`src/rtl/subtractor_serial_8b.sv`:
```
// rtl/subtractor_serial_8b.sv - bit-serial subtractor, LSB first, with val/rdy request and response
module subtractor_serial_8b #(
  parameter int NBITS = 8
) (
  input  logic             clk,
  input  logic             reset,
  input  logic             req_val,
  output logic             req_rdy,
  input  logic [NBITS-1:0] in0,
  input  logic [NBITS-1:0] in1,
  input  logic             bin,
  output logic             resp_val,
  input  logic             resp_rdy,
  output logic [NBITS-1:0] diff,
  output logic             bout
);

  localparam int CW = (NBITS > 1) ? $clog2(NBITS) : 1;

  typedef enum logic [1:0] {
    IDLE = 2'd0,
    CALC = 2'd1,
    DONE = 2'd2
  } state_t;

  state_t           state;
  state_t           state_next;
  logic [NBITS-1:0] a_sr;
  logic [NBITS-1:0] b_sr;
  logic             borrow;
  logic [CW-1:0]    cnt;

  logic             a_bit;
  logic             b_bit;
  logic             d_bit;
  logic             borrow_next;
  logic             last_bit;
  logic             req_fire;
  logic             resp_fire;

  // Full-subtractor slice on the current LSBs of the operand shift registers
  always_comb begin
    a_bit       = a_sr[0];
    b_bit       = b_sr[0];
    d_bit       = a_bit ^ b_bit ^ borrow;
    borrow_next = (~a_bit & b_bit) | (~(a_bit ^ b_bit) & borrow);
    last_bit    = (cnt == CW'(NBITS - 1));
  end

  // State register
  always_ff @(posedge clk) begin
    if (reset) begin
      state <= IDLE;
    end else begin
      state <= state_next;
    end
  end

  // Next-state and handshake outputs; ready/valid depend on state only
  always_comb begin
    state_next = state;
    req_rdy    = 1'b0;
    resp_val   = 1'b0;
    req_fire   = 1'b0;
    resp_fire  = 1'b0;
    case (state)
      IDLE: begin
        req_rdy  = 1'b1;
        req_fire = req_val;
        if (req_val) begin
          state_next = CALC;
        end
      end
      CALC: begin
        if (last_bit) begin
          state_next = DONE;
        end
      end
      DONE: begin
        resp_val  = 1'b1;
        resp_fire = resp_rdy;
        if (resp_rdy) begin
          state_next = IDLE;
        end
      end
      default: begin
        state_next = IDLE;
      end
    endcase
  end

  // Datapath: load operands on accept, shift one bit per cycle while calculating
  always_ff @(posedge clk) begin
    if (reset) begin
      a_sr   <= '0;
      b_sr   <= '0;
      borrow <= 1'b0;
      cnt    <= '0;
      diff   <= '0;
      bout   <= 1'b0;
    end else if (state == IDLE) begin
      if (req_fire) begin
        a_sr   <= in0;
        b_sr   <= in1;
        borrow <= bin;
        cnt    <= '0;
      end
    end else if (state == CALC) begin
      a_sr   <= {1'b0, a_sr[NBITS-1:1]};
      b_sr   <= {1'b0, b_sr[NBITS-1:1]};
      borrow <= borrow_next;
      diff   <= {d_bit, diff[NBITS-1:1]};
      cnt    <= cnt + CW'(1);
      if (last_bit) begin
        bout <= borrow_next;
      end
    end
  end

  // resp_fire is decoded for readability of the DONE exit; results simply hold
  logic unused_ok;
  assign unused_ok = resp_fire;

endmodule

```
`config.mk`:
```
export PLATFORM = sky130hd
export DESIGN_NAME = subtractor_serial_8b
export DESIGN_NICKNAME = d
export VERILOG_FILES = /design/src/rtl/subtractor_serial_8b.sv
export SDC_FILE = /design/constraint.sdc
export NUM_CORES = 1
export LEC_CHECK = 0
export CORE_UTILIZATION = 51
export DETAILED_ROUTE_END_ITERATION = 8
export PLACE_DENSITY = 0.89
export RECOVER_POWER = 25
export SLEW_MARGIN = 5
export SYNTH_ARGS = -nofsm -noshare
export SYNTH_HDL_FRONTEND = slang
export SYNTH_SLANG_ARGS = --single-unit
```
`constraint.sdc`:
```
create_clock -name clk -period 1.68 [get_ports clk]
set_input_delay 0.42 -clock clk [delete_from_list [all_inputs] [get_ports clk]]
set_output_delay 0.42 -clock clk [all_outputs]
set_load 0.005 [all_outputs]
```
# --- Yosys cells after proc, flatten, opt, wreduce, memory -nomap -nowiden ---
# Cells that the tools add are included.
word_totals:
  word_cells: 48
  out_inout_bits: 11
  register_bits: 31
  inputBits: 21
classes:
  reduce_logical: 6
  add_sub_neg: 1
  n_eq_ne: 7
  muxes: 19
  bitwise: 8
op_table:
  columns: ["op", "n"]
  rows:
  - ["$mux W8", 6]
  - ["$mux W3", 3]
  - ["$ne A2 B2 Y1 const B", 4]
  - ["$mux W1", 6]
  - ["$mux W2", 3]
  - ["$pmux W2 S3", 1]
  - ["$reduce_and A3 Y1", 2]
  - ["$reduce_and A2 Y1", 2]
  - ["$add A3 B1 Y3 const B", 1]
  - ["$eq A3 B3 Y1 const B", 1]
  - ["$not A1 Y1", 3]
  - ["$and A1 B1 Y1", 2]
  - ["$eq A2 B1 Y1 const B", 1]
  - ["$eq A2 B2 Y1 const B", 1]
  - ["$logic_not A2 Y1", 1]
  - ["$reduce_bool A2 Y1", 1]
  - ["$xor A1 B1 Y1", 2]
  - ["$or A1 B1 Y1", 1]

# --- Longest topological paths before layout ---
logic_depth:
  depth_word: 6
  ltp_mapped: 5
  depth_no_buf: 5

# --- Worst setup path after synthesis ---
# No wires, ideal clock.
synth_path:
  path_type: "input to register"
  start: "in reset"
  end: "reg a_sr[0]"
  t_required_ps: 1610
  path_stages: 4
  t_arrival_ps: 1093
  setup_time_ps: 70
  n_path_buf: 2
  setup_slack_ps: 517
  path_cell_list: "buf_2 -> or2_2 -> buf_1 -> o2bb2ai_1"
synth_rtl:
  columns: ["element", "line", "rtl"]
  rows:
  - ["start: declaration", "6", "input logic reset,"]
  - ["end signal: assignment", "103", "a_sr <= in0;"]
  - ["end signal: assignment", "109", "a_sr <= {1'b0, a_sr[NBITS-1:1]};"]
  - ["end: declaration", "28", "logic [NBITS-1:0] a_sr;"]

# --- Worst setup path after layout ---
layout_path:
  start: "reg diff[1]"
  end: "out diff[1]"
layout_rtl:
  columns: ["element", "line", "rtl"]
  rows:
  - ["start: declaration", "14", "output logic [NBITS-1:0] diff,"]
  - ["start signal: assignment", "112", "diff <= {d_bit, diff[NBITS-1:1]};"]
# No word-level cell between the ends.

==> results_dict.tcl <==
set metrics [dict create \
    netlist_instances 145 \
    crit_family "buffers and inverters" \
    crit_chain "clkdlybuf4s50_1" \
    io_buffers 31 \
    start_kind "flop" \
    post-route-period-util_pct 96.26 \
    async_flop_share_pct 0 \
    chipHeight_microns 52.39 \
    yosysTopAreaCellShare_pct 47.92 \
    cts_root_buf "clkbuf_4" \
    cap_viol_max_count 0 \
    grt.met1_usage_pct 29.93 \
    critPathMaxFanout 3 \
    clock_path_buffers 2 \
    yosysMostFrequentCell "nand2_1" \
    ios 32 \
    track_usage_pct 25.68 \
    path_clk_slew_ps 90 \
    cp.arrival_ps 1200 \
    wl_per_cell_microns 14.53 \
    placed_area_sq_um 1647 \
    p_total_uw 1481 \
    crit_buf_inv 1 \
    r2r_cells 4 \
    syn2layout_area_growth_pct 33.53 \
    ys_warn_count 0 \
    vias 1165 \
    critPathSlowestCell "clkdlybuf4s50_1" \
    leakagePower_uw 0.0006563 \
    hold_path_class "reg -> reg" \
    drt_iter0_markers 37 \
    dieArea_sq_um 2745 \
    tightest_slew_ps 419.8 \
    num-nets-final 206 \
    busiest_layer "met2" \
    hold_ws_ps 461.9 \
    route.detailed.drc 0 \
    h-tree-depth 2 \
    ir_drop_mv 0.6750 \
    ys_ff_latch 31 \
    start_util_pct 56.37 \
    grt_max_degree 31 \
    yosys.area.top_type "dfxtp_1" \
    outcome "complete, no violations" \
    relSlewSlack_pct 71.95 \
    grt_overflow_total 0 \
    synthTopCellsByArea "dfxtp_1, nand2_1, a22o_1" \
    synth_ff_type "dfxtp_1" \
    cts_tree "built" \
    setup_viol 0 \
    drtAntennaViolNets 0 \
    gp_congestion 0.7383 \
    grt_util_met2_pct 41.56 \
    n_antenna_cell 0 \
    grt_pass1_vias 1107 \
    grt_pass1_wl_microns 4961 \
    crit_path_end_kind "output port" \
    timing.final.crit_period_ps 1617 \
    crit_type "reg -> out" \
    tns_ps 0 \
    rsz0062_at_grt "false" \
    cts.sinks 31 \
    cp.required_ps 1260 \
    min_path_cells 2 \
    placementRows 17 \
    dp_hpwl_microns 2137 \
    final_area_sq_um 1729 \
    via_per_inst 5.521 \
    yosysSeqAreaShare_pct 47.92 \
    fmax_mhz 618.4 \
    ys_types 27 \
    drive_gt1_share_pct 14.75 \
    routed_wl_microns 3065 \
    avgSynthCellArea_sq_um 8.931 \
    final_util_pct 75.27 \
    power_density_nw_per_um2 856.3 \
    synth_edf_count 0 \
    use_met3_pct 8.986 \
    antenna_found_initial 0 \
    fill_cells 165 \
    synthTopCellsByCount "nand2_1, dfxtp_1, a21oi_1" \
    syn_nets 169 \
    finalMaxSlewViolations 0 \
    fin_skew_ps 4.966 \
    core-area_sq_um 2297 \
    synth_area_sq_um 1295 \
    crit_cells 1 \
    clk_latency_ps 330 \
    cts_buffers 5 \
    report.final.hold_viol_count 0 \
    critPathMaxStageDelay_ps 520 \
    drt_pass1_iterations 4 \
    dieWidth_microns 52.39 \
]
## power breakdown
| part | internal, uW | leakage, uW | switching, uW |
|---|---|---|---|
| registers | 767 | 0.000255 | 21.4 |
| clock network | 246 | 0.0000386 | 246 |
| logic | 103 | 0.000362 | 96.8 |
## worst min-delay path, cell delays in order (launching register included)
cell,delay (ps)
dfxtp_2,330
nand2_1,50
a21oi_1,50
## per-stage QoR
step | setup slack (ps) | instances
6_report | 62.81 | 211
2_1_floorplan | 517.1 | 145
5_1_grt | 8.835 | 211
3_3_place_gp | -9.695 | 202
4_1_cts | 19.97 | 211
3_5_place_dp | -88.47 | 202
## state kept, by name (all words and copies together), names as in the netlist
| name | count |
|---|---|
| bout | 1 |
| b_sr | 8 |
| diff | 8 |
| cnt | 3 |
| state | 2 |
| a_sr | 8 |
| borrow | 1 |
## per-layer routing
layer,wire [microns],share of wire (%)
met5,0,0
met4,44,1.4
met3,170,5.5
met2,1461,48
met1,1388,45
## path summary, 6_finish.rpt
kind	from	end	slack (ps)
worst max register to register	state[0]	bout	190
worst min register to register	diff[2]	diff[1]	460
worst min-delay path	diff[2]	diff[1]	460
worst max-delay path	diff[1]	diff[1]	60
## area by class of cell
class | count | area (sq um) | share of cell area [%]
Sequential cell | 31 | 626.9 | 36.25
Multi-Input combinational cell | 101 | 615.6 | 35.60
Timing Repair Buffer | 40 | 371.6 | 21.49
Clock buffer | 8 | 68.82 | 3.980
Tap cell | 28 | 35.03 | 2.026
Inverter | 3 | 11.26 | 0.6512
## cells in the final DEF, fill, tap and decap left out, types with 3 or more instances in the layout
| cell type | count |
|---|---|
| clkbuf_4 | 5 |
| dfxtp_1 | 26 |
| o2bb2ai_1 | 6 |
| clkdlybuf4s50_1 | 28 |
| a21oi_1 | 11 |
| a22oi_1 | 8 |
| inv_1 | 3 |
| dfxtp_2 | 5 |
| buf_4 | 8 |
| o21ai_0 | 9 |
| a22o_1 | 9 |
| nor2_1 | 6 |
| nand2_1 | 34 |
## timing repair
action                                 4_1_cts  5_1_grt
pin swaps                                    1        0
resized for setup                            6        5
endpoints found under the hold margin        0        0
setup endpoints to repair                    2        5
hold buffers                                 0        0
setup buffers                                1        0
## kinds of logic after synthesis
| logic type | share of synthesized area [%] |
|---|---|
| DFF | 47.92 |
| adders and majority gates | 3.478 |
| and+or+nand+nor | 16.43 |
| muxes | 0.7730 |
| buffers and inverters | 5.025 |
| AOI/OAI and AO/OA | 26.38 |
Power figures use the tool's default switching activity.
